## src/rtl/mem_arbiter_pkg.sv

```systemverilog
// mem_arbiter_pkg
//   Shared definitions for the two-port RAM arbiter: FSM state encodings,
//   default geometry and the wait-counter sizing helper.
//   No ports (package).
package mem_arbiter_pkg;

  // Default RAM geometry: 512 bytes, two cycles of read latency.
  localparam int ADDR_WIDTH_DEFAULT = 9;
  localparam int RD_LAT_DEFAULT     = 2;

  // FSM state encodings. Plain constants keep the encoding fixed for
  // older tools and for anyone probing the state bits on a logic analyser.
  localparam logic [1:0] ST_IDLE  = 2'd0;
  localparam logic [1:0] ST_WRITE = 2'd1;
  localparam logic [1:0] ST_RWAIT = 2'd2;
  localparam logic [1:0] ST_ACK   = 2'd3;

  // The read wait counter is preloaded with rd_lat and counts down to
  // zero, so it needs enough bits to hold rd_lat itself.
  function automatic int wait_cnt_width(input int rd_lat);
    return (rd_lat < 1) ? 1 : $clog2(rd_lat + 1);
  endfunction

endpackage

```

## src/rtl/mem_arbiter_rr_pick2.sv

```systemverilog
// rr_pick2
//   Combinational winner select between two requesters.
//   Ports:
//     req0, req1  in   request lines of port 0 / port 1
//     owner       in   port granted most recently
//     lock_valid  in   owner asked to keep the grant at its last ACK
//     g           out  winning port (meaningful only when any_req=1)
//     any_req     out  at least one request is pending
module rr_pick2
  import mem_arbiter_pkg::*;
(
  input  logic req0,
  input  logic req1,
  input  logic owner,
  input  logic lock_valid,
  output logic g,
  output logic any_req
);

  logic owner_req;

  // A held lock only counts while the owner is actually requesting;
  // otherwise a lone request wins and a tie goes to the non-owner.
  always_comb begin
    owner_req = owner ? req1 : req0;
    any_req   = req0 | req1;
    if (lock_valid && owner_req) begin
      g = owner;
    end else if (req0 && req1) begin
      g = ~owner;
    end else begin
      g = req1;
    end
  end

endmodule

```

## src/rtl/mem_arbiter.sv

```systemverilog
// mem_arbiter
//   Shares one byte-wide RAM port between port 0 (cpu) and port 1
//   (loader/DMA). One byte per req/ack handshake, round-robin arbitration,
//   with a per-port lock to keep ownership across multi-byte sequences.
//   Ports:
//     clk, reset            clock; asynchronous active-low reset
//     pN_req/we/addr/wdata  request, direction, address and write byte (N=0,1)
//     pN_lock               keep the grant for this port's next request
//     pN_ack                one-cycle completion pulse
//     pN_rdata              last read byte for the port
//     mem_raddr/mem_waddr   RAM read / write address
//     mem_data_in           RAM write data
//     mem_write             RAM write strobe (one cycle per write)
//     mem_data_out          RAM read data
//     owner                 port currently or last granted
//     busy                  high whenever a transaction is in flight
module mem_arbiter
  import mem_arbiter_pkg::*;
#(
  parameter int addr_width = ADDR_WIDTH_DEFAULT,
  parameter int RD_LAT     = RD_LAT_DEFAULT
) (
  input  logic                  clk,
  input  logic                  reset,
  input  logic                  p0_req,
  input  logic                  p0_we,
  input  logic [addr_width-1:0] p0_addr,
  input  logic [7:0]            p0_wdata,
  input  logic                  p0_lock,
  output logic                  p0_ack,
  output logic [7:0]            p0_rdata,
  input  logic                  p1_req,
  input  logic                  p1_we,
  input  logic [addr_width-1:0] p1_addr,
  input  logic [7:0]            p1_wdata,
  input  logic                  p1_lock,
  output logic                  p1_ack,
  output logic [7:0]            p1_rdata,
  output logic [addr_width-1:0] mem_raddr,
  output logic [addr_width-1:0] mem_waddr,
  output logic [7:0]            mem_data_in,
  output logic                  mem_write,
  input  logic [7:0]            mem_data_out,
  output logic                  owner,
  output logic                  busy
);

  localparam int CW = wait_cnt_width(RD_LAT);

  logic [1:0]            state;
  logic [CW-1:0]         wait_cnt;
  logic                  lock_valid;
  logic                  g;
  logic                  any_req;
  logic                  sel_we;
  logic [addr_width-1:0] sel_addr;
  logic [7:0]            sel_wdata;

  rr_pick2 u_pick (
    .req0       (p0_req),
    .req1       (p1_req),
    .owner      (owner),
    .lock_valid (lock_valid),
    .g          (g),
    .any_req    (any_req)
  );

  // Steer the winning port's request fields toward the grant registers.
  always_comb begin
    sel_we    = g ? p1_we    : p0_we;
    sel_addr  = g ? p1_addr  : p0_addr;
    sel_wdata = g ? p1_wdata : p0_wdata;
  end

  assign busy = (state != ST_IDLE);

  // Arbiter FSM and all registered outputs. Request fields are latched
  // only at the IDLE grant, so a master may change them freely afterwards.
  // Reads stay in RWAIT for RD_LAT+1 cycles: the address is first valid in
  // the cycle after the grant and the RAM needs RD_LAT more cycles.
  always_ff @(posedge clk or negedge reset) begin
    if (!reset) begin
      state       <= ST_IDLE;
      owner       <= 1'b1;
      lock_valid  <= 1'b0;
      wait_cnt    <= '0;
      mem_raddr   <= '0;
      mem_waddr   <= '0;
      mem_data_in <= '0;
      mem_write   <= 1'b0;
      p0_ack      <= 1'b0;
      p1_ack      <= 1'b0;
      p0_rdata    <= '0;
      p1_rdata    <= '0;
    end else begin
      mem_write <= 1'b0;
      p0_ack    <= 1'b0;
      p1_ack    <= 1'b0;
      case (state)
        ST_IDLE: begin
          if (any_req) begin
            owner       <= g;
            mem_raddr   <= sel_addr;
            mem_waddr   <= sel_addr;
            mem_data_in <= sel_wdata;
            mem_write   <= sel_we;
            wait_cnt    <= CW'(RD_LAT);
            state       <= sel_we ? ST_WRITE : ST_RWAIT;
          end
        end
        ST_WRITE: begin
          if (owner) p1_ack <= 1'b1;
          else       p0_ack <= 1'b1;
          state <= ST_ACK;
        end
        ST_RWAIT: begin
          if (wait_cnt == '0) begin
            if (owner) begin
              p1_rdata <= mem_data_out;
              p1_ack   <= 1'b1;
            end else begin
              p0_rdata <= mem_data_out;
              p0_ack   <= 1'b1;
            end
            state <= ST_ACK;
          end else begin
            wait_cnt <= wait_cnt - CW'(1);
          end
        end
        ST_ACK: begin
          // The owner's lock level in its ACK cycle decides whether it may
          // keep the port at the next IDLE.
          lock_valid <= owner ? p1_lock : p0_lock;
          state      <= ST_IDLE;
        end
        default: state <= ST_IDLE;
      endcase
    end
  end

endmodule

```

## config.mk

```make
export PLATFORM = sky130hd
export DESIGN_NAME = mem_arbiter
export DESIGN_NICKNAME = d
export VERILOG_FILES = /design/src/rtl/mem_arbiter_pkg.sv /design/src/rtl/mem_arbiter_rr_pick2.sv /design/src/rtl/mem_arbiter.sv
export SDC_FILE = /design/constraint.sdc
export NUM_CORES = 1
export LEC_CHECK = 0
export CAP_MARGIN = 20
export CORE_AREA = 2 2 52 103
export CTS_BUF_LIST = sky130_fd_sc_hd__clkbuf_4
export CTS_CLUSTER_DIAMETER = 40
export DETAILED_ROUTE_END_ITERATION = 8
export DIE_AREA = 0 0 54 105
export PLACE_DENSITY = 0.78
export SLEW_MARGIN = 25
export SYNTH_ARGS = -nofsm -noshare
export SYNTH_HDL_FRONTEND = slang
export SYNTH_SLANG_ARGS = --single-unit
export TNS_END_PERCENT = 10
```

## constraint.sdc

```tcl
create_clock -name clk -period 2.23 [get_ports clk]
set_clock_uncertainty 0.1 [all_clocks]
set_input_delay 0.446 -clock clk [delete_from_list [all_inputs] [get_ports clk]]
set_output_delay 0.446 -clock clk [all_outputs]
set_load 0.01 [all_outputs]
```

==> reports/metrics.csv <==
stage;metric;value;unit
outcome;status;complete, no violations;
yosys;synthSimpleGateAreaFrac;7.78;%
finish;fill_cells;389;
finish;mostFrequentLayoutCells;clkdlybuf4s50_1 (94), dfrtp_1 (41), nand2_1 (23);
worst_setup_path;end_kind;output port;
yosys;synth_fa_ha_area_share;3.19;%
yosys;ys_dominant_reg_cell;dfrtp_1;
pwr;vdd_drop_max;0.869;mV
floorplan;die_w;54;um
pwr;sw_frac_of_total;33.0;%
sta;hold_viol;0;
yosys;synth_edf_count;0;
worst_setup_path;slowest_stage;dfstp_2;
sta;slew_headroom;74.9;%
floorplan;core_area;4860;um2
yosys;ys_warn_count;0;
yosys;synthXorXnorAreaFrac;0.446;%
worst_setup_path;crit_fanout;7;
sta;fin_crit_sh;94.0;%
placed_design;dp_slack;0.121;ns
sta;rsz0062_at_grt;no;
sta;fin_setup_tns;0;ns
finish;num_antenna_cells;0;
global_routing;grt_pass1_vias;1578;
placed_design;hpwl;3330;um
floorplan;ios;97;
yosys;ys_ff_latch;42;
floorplan;rows;36;
sta;timing.fmax;0.477;GHz
run;drv_cap;0;
route;final_antenna_net_count;0;
yosys;muxShareOfSynthArea;19.5;%
yosys;netlist_area;1960;um2
sta;worstMarginPinSlew;0.376;ns
route;first_pass_iters;4;
route;drt_iter0_markers;20;
worst_setup_path;startpoint_type;register;
sta;worst_slack;0.134;ns
finish;nNetsFinal;322;
floorplan;fp.dieH;105;um
sta;setup_viol;0;
cts;clockRootBuffer;clkbuf_4;
route;drc;0;
pwr;switching_power;1350;uW
cts;clk_pin_slew;0.13;ns
cts;htreeDepth;2;
worst_setup_path;cp.arrival;1.55;ns
cts;cts.sinks;42;
placed_design;gp_congestion;0.703;
worst_setup_path;cp_slowest_stage_delay;0.63;ns
finish;layout-drive-gt1-share;14.6;%
hold_path;hp-class;input port to async pin;
pwr;p_int;2750;uW
global_routing;grt_overflow_total;0;
finish;mostFrequentLayoutCell;clkdlybuf4s50_1;
finish;area_delta_synth_final;57.5;%
route;num_vias;1559;
yosys;synthDistinctLibCells;26;
global_routing;grt_max_degree;40;
route;routedWlPerCell;13.0;um
cts;numCtsBuffers;5;
pwr;seq_power_share;33.1;%
yosys;syn_nets;226;
sta;slew_violations;0;
global_routing;antenna_found_initial;0;
yosys;synth_top_family_by_area;multiplexers;
pwr;leakagePower;0.00139;uW
yosys;yosysSeqAreaShare;53.6;%
worst_setup_path;cp.buffers_inverters;1;
route;routed_wl;4220;um
yosys;avgSynthCellArea;11.5;um2
worst_setup_path;worstSetupPathType;register to output port;
pwr;clkPwrFrac;14.5;%
route;vias_per_cell;4.80;
global_routing;grt_use_total;16.2;%
worst_setup_path;crit_family;flip-flops;
floorplan;die-area;5670;um2
global_routing;grt_pass1_wl;6960;um
worst_setup_path;worstPathRequired;1.68;ns
yosys;async_reset_ff_share;100;%
pwr;powerDensity;1330;nW/um2
cts;cts_max_path_buffers;2;
cts;clkLatencyLatePin;0.35;ns
pwr;finalPower;4110;uW
pwr;combPwrFrac;52.4;%
sta;min_period;2.10;ns
yosys;synth_cells;171;
floorplan;initial_core_util;40.3;%
cts;tritoncts;yes;
worst_setup_path;worstPathCellList;clkdlybuf4s50_1;
placed_design;port_buffers;96;
yosys;synth_compound_area_share;8.23;%
==> cells in the mapped netlist (2+ instances only) <==
cell       n  area, um2
dfrtp_1   41       1030
nand2_1   23       86.3
mux2i_1   19        190
mux2_2    16        180
o21ai_0   12       60.1
buf_4     10       75.1
o21ai_1   10       50.1
inv_1      8       30.0
nor2_1     8       30.0
ha_1       5       62.6
clkbuf_1   3       11.3
a21oi_1    2       10.0
==> repair_timing <==
item,CTS,global route
hold buffers,1,0
endpoints found under the hold margin,17,0
endpoints found under the setup margin,1,1
setup buffers,0,2
gates resized for setup,2,2
==> through the flow <==
step | instances | cell area (um2) | hold WS [ns] | util [%]
floorplan | 171 | 1960 | 0.0504 | -
global placement | 314 | 2940 | 0.165 | 60.5
detailed placement | 314 | 2940 | 0.164 | 60.5
CTS | 323 | 3070 | 0.312 | 63.1
global route | 325 | 3090 | 0.334 | 63.5
finish | 325 | 3090 | 0.324 | 63.5
==> final cells by class <==
cell class,count,area [um2],share of cell area [%]
clock inverter,3,68.8,2.23
inverter,8,30.0,0.972
multi-input combinational,106,783,25.4
tap,57,71.3,2.31
sequential,42,1050,34.1
timing repair buffer,104,1050,33.9
clock buffer,5,37.5,1.22
==> power by group through the flow <==
stage               sequential (uW)  combinational (uW)  clock [uW]
floorplan                      1500                 974           0
global placement               1360                2070           0
detailed placement             1380                2120           0
CTS                            1370                2160         611
global route                   1410                2370         643
finish                         1360                2150         594
==> routing by layer <==
layer | wire length, um | share of wire [%] | vias up | global-route usage (%)
met3 | 327 | 7.8 | 4 | 4.86
met5 | 0 | 0 | - | 0
li1 | - | - | 762 | -
met1 | 1470 | 35 | 723 | 17.2
met2 | 2370 | 56 | 70 | 29.1
met4 | 57 | 1.4 | 0 | 4.82
==> kinds of logic after synthesis <==
group | Yosys count
xor gates and xnor gates | 1
DFF | 42
and+or+nand+nor | 35
AOI/OAI and AO/OA | 29
muxes | 36
adders and majority gates | 5
buffers and inverters | 23
==> final timing paths <==
check / from / to / slack [ns] / cells past startpoint
min in group clk: mem_data_in[1] / mem_data_in[1] / 0.39 / 2
worst min register to register: mem_data_in[1] / mem_data_in[1] / 0.39 / 2
worst min-delay path: reset / mem_waddr[0] / 0.32 / 2
max in group asynchronous: reset / owner / 1.24 / 3
worst max register to register: state[1] / p0_rdata[0] / 0.32 / 5
worst max-delay path: owner / owner / 0.13 / 1
==> sequential cells by signal, summed over array words and instances, names as in the netlist <==
register	count
mem_write	1
p0_rdata	8
mem_data_in	8
owner	1
state	2
p1_rdata	8
p0_ack	1
wait_cnt	2
p1_ack	1
mem_waddr	9
lock_valid	1
(Power assumes the default switching activity.)
==> patch: new RTL, config.mk and constraints unchanged <==
Change the package constant `RD_LAT_DEFAULT` from 2 to 1.
--- a/src/rtl/mem_arbiter_pkg.sv
+++ b/src/rtl/mem_arbiter_pkg.sv
@@ -6,7 +6,7 @@
 
   // Default RAM geometry: 512 bytes, two cycles of read latency.
   localparam int ADDR_WIDTH_DEFAULT = 9;
-  localparam int RD_LAT_DEFAULT     = 2;
+  localparam int RD_LAT_DEFAULT     = 1;
 
   // FSM state encodings. Plain constants keep the encoding fixed for
   // older tools and for anyone probing the state bits on a logic analyser.
Function: changed (Yosys sat finds a counterexample within 4 cycles, from zero or initial values and one cycle with reset low).
==> patch against the original RTL <==
The run now ends with hold timing left; routed wire length shrank 0.40%; combinational power shrank 5%; sequential cell count shrank 1; final area shrank 4.3%; count of clock-buffer cells in the layout grew 1; hold slack lost 0.33 ns; setup slack gained 0.022 ns; total power shrank 6.3%; synthesized cell count shrank 6.4%; critical path depth is the same; synthesized area shrank 4.3%; global-route usage grew 0.34 points; sequential power shrank 3%; die area is the same; largest power group unchanged.
==> patch: results (changes against the original RTL) <==
power:
  peakVddDrop_uv: 704.6  # -19%
  p_leak_nw: 1.323  # -4.6%
yosys:
  synthTopCellsByArea: "dfrtp_1 (53%), mux2i_1 (10%), mux2_2 (9.6%), buf_4 (4.4%), nand2_1 (4.2%)"
  synth_compound_area_share_pct: 8.267  # +0.040 points
  syn_inst: 160  # -6.4%
  synthMuxAreaShare_pct: 20.53  # +1.1 points
  synth-xor-area-share_pct: 0.4667  # +0.020 points
  seq_area_frac_synth_pct: 54.73  # +1.1 points
  syn-num-nets: 214  # -5.3%
  synthTopCellsByCount: "dfrtp_1 (40), nand2_1 (21), mux2i_1 (19)"
  yosys.cell_types.count: 24  # -7.7%
  synth_fa_ha_area_share_pct: 2.667  # -0.52 points
drt:
  drt-met1-wl_um: 1438  # -1.9%
  dr_wl_met2_um: 2398  # +1.3%
  met3_length_um: 250  # -24%
  drtIter0Drc: 12  # -40%
  wirelength_um: 4202  # -0.40%
  num_vias: 1484  # -4.8%
  avgViaCountPerCell: 4.741  # -1.2%
placement:
  place_congestion: 0.7297  # +3.8%
  placed_area_sq_um: 2859  # -2.8%
  dp_hpwl_um: 3292  # -1.2%
  placed_cells: 303  # -3.5%
  pre_cts_slack_ns: 0.1212  # +0.0001340 ns
cells_and_area:
  final_nets: 309  # -4.0%
  nFillCells: 392  # +0.77%
outcome:
  status: "complete, but fails checks"
  violations: "hold timing"
critical_path:
  rr_endpoint: "p0_rdata[5]"
  slowest_stage: "dfstp_2"
  crit_arrival_ns: 1.53  # -0.02 ns
timing:
  fin_hold_ws_ns: -0.003558  # -0.3275 ns
  setup_viol: 0  # unchanged
  slew_headroom_pct: 59.52  # -15 points
  finalHoldViolCount: 11  # +11
global_route:
  antenna_found_initial: 0  # unchanged
  gr-usage-met1_pct: 17.47  # +0.28 points
  track_usage_pct: 16.56  # +0.34 points
  met3_usage_pct: 3.714  # -1.1 points
  grt_first_pass_wirelength_um: 6982  # +0.39%
  met2_usage_pct: 29.36  # +0.26 points
  grt_max_degree: 28  # -30%
clocking:
  postCtsSetupRepairBufs: 2  # +2
  htreeDepth: 2  # unchanged
  cts_resized: 1  # -1
[patch: worst max path at each step]
stage | end | slack (ns) | from | depth (start not counted)
after global placement | state[0] | 0.15 | p0_req | 5
after CTS | owner | 0.13 | owner | 1
final | owner | 0.16 | owner | 1
after floorplan | state[0] | 0.42 | owner | 5
after detailed placement | state[0] | 0.12 | p0_req | 5
after global routing | owner | 0.08 | owner | 1
[patch: power breakdown]
group | switching [mW] | leakage, nW | internal (mW)
clock | 0.239 | 0.0459 | 0.251
combinational | 0.832 | 0.780 | 1.20
sequential | 0.212 | 0.497 | 1.11
total | 1.28 | 1.32 | 2.56
[patch: cell type report]
class | count | area [sq um] | share of cell area, %
sequential | 41 | 1027 | 34.74
timing repair buffer | 104 | 1027 | 34.74
tap | 57 | 71.32 | 2.412
multi-input combinational | 98 | 728.2 | 24.63
clock buffer | 6 | 45.04 | 1.523
inverter | 5 | 18.77 | 0.6348
clock inverter | 2 | 38.79 | 1.312
